### src/rtl/if_fetch_pkg.sv
// Shared constants and state encoding for the instruction fetch stage.
package if_fetch_pkg;

  localparam int unsigned INST_W       = 32;
  localparam logic [31:0] RESET_PC_DEF = 32'h8000_0000;
  localparam logic [31:0] NOP_INST_DEF = 32'h0000_0000;

  typedef enum logic [1:0] {
    FETCH = 2'd0,
    HOLD  = 2'd1,
    DRAIN = 2'd2
  } fetch_state_e;

endpackage

### src/rtl/if_inst_buf.sv
// Load-enabled instruction holding register, resets to the NOP encoding.
module if_inst_buf
  import if_fetch_pkg::*;
#(
  parameter logic [INST_W-1:0] RST_VAL = NOP_INST_DEF
) (
  input  logic              clk,
  input  logic              rst,
  input  logic              load,
  input  logic [INST_W-1:0] d,
  output logic [INST_W-1:0] q
);

  logic [INST_W-1:0] data_q;
  logic [INST_W-1:0] data_d;

  always_comb begin
    data_d = data_q;
    if (load) data_d = d;
  end

  always_ff @(posedge clk or posedge rst) begin
    if (rst) data_q <= RST_VAL;
    else     data_q <= data_d;
  end

  assign q = data_q;

endmodule

### src/rtl/if_fetch.sv
// Instruction fetch stage: issues word requests, presents instructions to IF/ID,
// buffers across downstream stalls and drains outstanding requests on redirect.
module if_fetch
  import if_fetch_pkg::*;
#(
  parameter logic [31:0]       RESET_PC = RESET_PC_DEF,
  parameter logic [INST_W-1:0] NOP_INST = NOP_INST_DEF
) (
  input  logic              clk,
  input  logic              rst,
  input  logic              stall,
  input  logic              br_taken,
  input  logic [31:0]       br_target,
  output logic              imem_req,
  output logic [31:0]       imem_addr,
  input  logic              imem_ack,
  input  logic [INST_W-1:0] imem_rdata,
  output logic [31:0]       IF_pc,
  output logic [INST_W-1:0] IF_inst,
  output logic              if_stall_req
);

  fetch_state_e      state_q, state_d;
  logic [31:0]       pc_q, pc_d;
  logic [31:0]       drain_addr_q, drain_addr_d;
  logic [31:0]       pc_inc;
  logic [31:0]       br_pc;
  logic              buf_load;
  logic [INST_W-1:0] buf_inst;
  logic              fetch_hit;
  logic              presented;

  assign pc_inc = pc_q + 32'd4;
  assign br_pc  = br_target & ~32'd3;

  if_inst_buf #(
    .RST_VAL (NOP_INST)
  ) u_inst_buf (
    .clk  (clk),
    .rst  (rst),
    .load (buf_load),
    .d    (imem_rdata),
    .q    (buf_inst)
  );

  always_comb begin
    state_d      = state_q;
    pc_d         = pc_q;
    drain_addr_d = drain_addr_q;
    buf_load     = 1'b0;
    case (state_q)
      FETCH: begin
        if (br_taken) begin
          pc_d = br_pc;
          // Redirect with the request still open: remember its address so it
          // stays on the bus until the stale response arrives.
          if (!imem_ack) begin
            state_d      = DRAIN;
            drain_addr_d = pc_q;
          end
        end else if (imem_ack) begin
          if (stall) begin
            state_d  = HOLD;
            buf_load = 1'b1;
          end else begin
            pc_d = pc_inc;
          end
        end
      end
      HOLD: begin
        if (br_taken) begin
          pc_d    = br_pc;
          state_d = FETCH;
        end else if (!stall) begin
          pc_d    = pc_inc;
          state_d = FETCH;
        end
      end
      DRAIN: begin
        if (br_taken) pc_d = br_pc;
        if (imem_ack) state_d = FETCH;
      end
      default: state_d = FETCH;
    endcase
  end

  always_ff @(posedge clk or posedge rst) begin
    if (rst) begin
      state_q      <= FETCH;
      pc_q         <= RESET_PC;
      drain_addr_q <= RESET_PC;
    end else begin
      state_q      <= state_d;
      pc_q         <= pc_d;
      drain_addr_q <= drain_addr_d;
    end
  end

  // Outputs are gated by rst directly so they are quiet while reset is held.
  always_comb begin
    fetch_hit    = (state_q == FETCH) && imem_ack;
    presented    = !rst && (fetch_hit || (state_q == HOLD));
    imem_req     = !rst && (state_q != HOLD);
    imem_addr    = (state_q == DRAIN) ? drain_addr_q : pc_q;
    IF_pc        = pc_q;
    if_stall_req = !presented;
    IF_inst      = NOP_INST;
    if (presented) IF_inst = (state_q == HOLD) ? buf_inst : imem_rdata;
  end

endmodule

### config.mk
export PLATFORM = sky130hd
export DESIGN_NAME = if_fetch
export DESIGN_NICKNAME = d
export VERILOG_FILES = /design/src/rtl/if_fetch_pkg.sv /design/src/rtl/if_inst_buf.sv /design/src/rtl/if_fetch.sv
export SDC_FILE = /design/constraint.sdc
export NUM_CORES = 1
export LEC_CHECK = 0
export BUFFER_PORTS_ARGS = -buffer_cell sky130_fd_sc_hd__buf_2
export CELL_PAD_IN_SITES_DETAIL_PLACEMENT = 0
export CELL_PAD_IN_SITES_GLOBAL_PLACEMENT = 1
export CORE_UTILIZATION = 40
export CTS_BUF_LIST = sky130_fd_sc_hd__clkbuf_4
export CTS_CLUSTER_SIZE = 10
export DETAILED_ROUTE_END_ITERATION = 8
export PLACE_DENSITY_LB_ADDON = 0.1
export SYNTH_ARGS = -nofsm -noshare
export SYNTH_HDL_FRONTEND = slang
export SYNTH_SLANG_ARGS = --single-unit
export TNS_END_PERCENT = 50
### constraint.sdc
create_clock -name clk -period 4.05 [get_ports clk]
set_clock_uncertainty 0.15 [all_clocks]
set_input_delay 0.405 -clock clk [delete_from_list [all_inputs] [get_ports clk]]
set_output_delay 0.405 -clock clk [all_outputs]
set_load 0.01 [all_outputs]
==> qor.yml <==
run_status: "complete, no violations"
timing.slew.headroom: 0.209
timing.final.hold_violations: 0
max_stage_delay_ns: 0.96
timing.critical_path.to_type: "primary output"
hold_ws_ns: 0.0211
async_reset_ff_frac: 1.00
fin_tns_setup_ns: 0
clk_pin_slew_ns: 0.15
synthesis.instances: 526
post_layout_nonfiller_instances: 865
ys_seq_area_frac: 0.451
placement_rows: 41
die_area_um2: 13500
io-pin-count: 167
timing.final.max_slew_violations: 0
io_buffers: 160
synth_top_cell_by_area: "sky130_fd_sc_hd__dfrtp_1"
fillCellCount: 1212
critical_path.top_delay_family: "simple AND/OR/NAND/NOR gates"
die_x_um: 116
worst-path-max-fanout: 33
critPathSlowestCell: "sky130_fd_sc_hd__or3_1"
fmaxAchievable_mhz: 309
share_of_layout_cells_above_drive_strength_1: 0.427
root_buffer: "sky130_fd_sc_hd__clkbuf_4"
num_vias: 4659
finalWorstPathRequiredPeriod_ns: 3.24
yosys_warnings: 0
powerDensity_nw_per_um2: 416
avgSynthCellArea_um2: 9.94
design.final.nets: 759
layout_common_cells: "sky130_fd_sc_hd__buf_2, sky130_fd_sc_hd__dfrtp_1, sky130_fd_sc_hd__mux2_2, sky130_fd_sc_hd__nand2_1, sky130_fd_sc_hd__a21oi_1"
cts_made_buffers: 9
count_of_antenna_violating_nets_left_after_detailed_routing: 0
synth_area_um2: 5230
globalRouteOverflowTotal: 0
timing.critical_path.required_ns: 3.49
final_min_period_over_clock_period: 0.799
num_antenna_cells: 0
cts_tree: "built"
initialDrtViolationCount: 229
unrepaired_setup_endpoints_after_global_routing: "no"
most_common_cell_after_layout_fill_and_taps_aside: "sky130_fd_sc_hd__buf_2"
first_global_vias: 4300
power_uw: 2720
final-setup-viol-count: 0
p_leak_uw: 0.00286
placed_cell_count: 829
cts_repair_resize_count: 0
worst_pin_slew_ns: 1.19
worstPathCellList: "dlygate4sd3_1 -> buf_2 -> nor2_1 -> or3_1 -> a21oi_1 -> buf_2"
worstSkewPairLatency_ns: 0.47
synth_seq_cells: 94
drt_drc_violations_left: 0
peakVddDrop_uv: 192
number_of_enable_flip_flop_cells_after_synthesis: 0
grt_antenna_before_repair: 0
detail_route.wl_per_cell_um: 16.6
maxCapViolCount: 0
cts_buffer_depth: 2
critical_path_arrival_ns: 2.68
hold_path_class: "primary input to asynchronous set/reset pin"
half_perimeter_wire_length_after_detailed_placement_um: 9710
worst_setup_path_start_kind: "primary input"
grt_start_max_net_pins: 77
drt_first_pass_iters: 4
worst-path-buf-inv: 3
final_weighted_congestion_in_routability_driven_placement: 0.799
initial_cell_density_of_the_core: 0.412
wl_um: 14300
grt.total_usage: 0.214
detail_route.vias_per_cell: 5.39
timing.critical_path.mode_cell: "sky130_fd_sc_hd__buf_2"
wire_length_of_the_first_global_routing_pass_um: 22100
post_synth_main_area_contributors: "sky130_fd_sc_hd__dfrtp_1, sky130_fd_sc_hd__mux2_2, sky130_fd_sc_hd__nand2_1"
core_um2: 12700
timing.setup.critical_path_class: "primary input to primary output"
synth.top_cell.area_share: 0.441
synth_cell_type_count: 56
layout-area-overhead-vs-synth_pct: 25.2
synth-main-ff-cell: "sky130_fd_sc_hd__dfrtp_1"
die-height_um: 116
ctsHtreeMaxLevel: 3
cts_sinks: 94
## report_power, final
group          leakage, uW  internal [uW]  switching, uW  total, uW
sequential         0.00107           1150            171       1320
clock            0.0000939            313            319        632
combinational      0.00170            394            373        767
total              0.00286           1860            862       2720
## flip-flops by register name, indices dropped and copies added, names as in the netlist
signal,flops
drain_addr_q,30
IF_pc,30
state_q,2
u_inst_buf.q,32
## cell type report
cell class	instances	area (um^2)	area share
repair buffers	191	1090	0.166
clock inverters	5	98.8	0.0151
inverters	7	28.8	0.00440
flip-flops and latches	94	2350	0.360
multi-input cells	386	2680	0.410
clock buffers	10	75.1	0.0115
well taps	172	215	0.0329
## logic make-up after synthesis
kind of cell / share of synthesized area
AO/OA/AOI/OAI: 0.150
flip-flops: 0.451
AND/OR/NAND/NOR: 0.156
multiplexers: 0.196
other: 0.000718
adder cells (fa/ha/maj): 0.00239
buffers and inverters: 0.0438
## worst reg2reg max path: cells and delay by family (launching register included)
kind            cells  cell delay (ns)
simple gates        3             0.64
flops               1             0.59
compound gates      2             1.08
## cells in the mapped netlist (6+ instances only)
| cell type | count |
|---|---|
| sky130_fd_sc_hd__dfrtp_1 | 92 |
| sky130_fd_sc_hd__mux2_2 | 91 |
| sky130_fd_sc_hd__nand2_1 | 81 |
| sky130_fd_sc_hd__a21oi_1 | 57 |
| sky130_fd_sc_hd__nor2_1 | 26 |
| sky130_fd_sc_hd__clkbuf_1 | 20 |
| sky130_fd_sc_hd__buf_2 | 15 |
| sky130_fd_sc_hd__nand3_1 | 14 |
| sky130_fd_sc_hd__o21ai_0 | 12 |
| sky130_fd_sc_hd__a211oi_1 | 10 |
| sky130_fd_sc_hd__and3_1 | 8 |
| sky130_fd_sc_hd__nor3_1 | 7 |
| sky130_fd_sc_hd__inv_1 | 6 |
| sky130_fd_sc_hd__nand4_1 | 6 |
| sky130_fd_sc_hd__nor4_1 | 6 |
## path summary, 6_finish.rpt
| check | to | depth (start not counted) | slack [ns] | start |
|---|---|---|---|---|
| min in group clk | u_inst_buf.q[2] | 2 | 0.03 | imem_rdata[2] |
| worst min register to register | drain_addr_q[25] | 1 | 0.37 | drain_addr_q[25] |
| max in group asynchronous | IF_pc[20] | 3 | 2.88 | rst |
| worst max-delay path | IF_inst[4] | 6 | 0.81 | imem_ack |
| worst max register to register | IF_pc[30] | 5 | 1.50 | state_q[1] |
| worst min-delay path | u_inst_buf.q[19] | 2 | 0.02 | rst |
## stage by stage
stage / setup WS, ns / util / area [um^2]
finish: 0.814 / 0.516 / 6540
global route: 0.680 / 0.516 / 6540
CTS: 0.827 / 0.516 / 6540
detailed placement: 1.35 / 0.486 / 6160
global placement: 1.41 / 0.486 / 6160
floorplan: 1.05 / - / 5240
## metal layers
layer  GRT usage  wire, um
met5           0         0
met2       0.349      6830
met1       0.282      6470
met3      0.0348       729
met4      0.0915       295
## what timing repair did
action	CTS	global route
setup buffers	0	0
endpoints found under the hold margin	21	0
hold buffers	21	0
No activity file was read; power rests on OpenSTA's default activity.
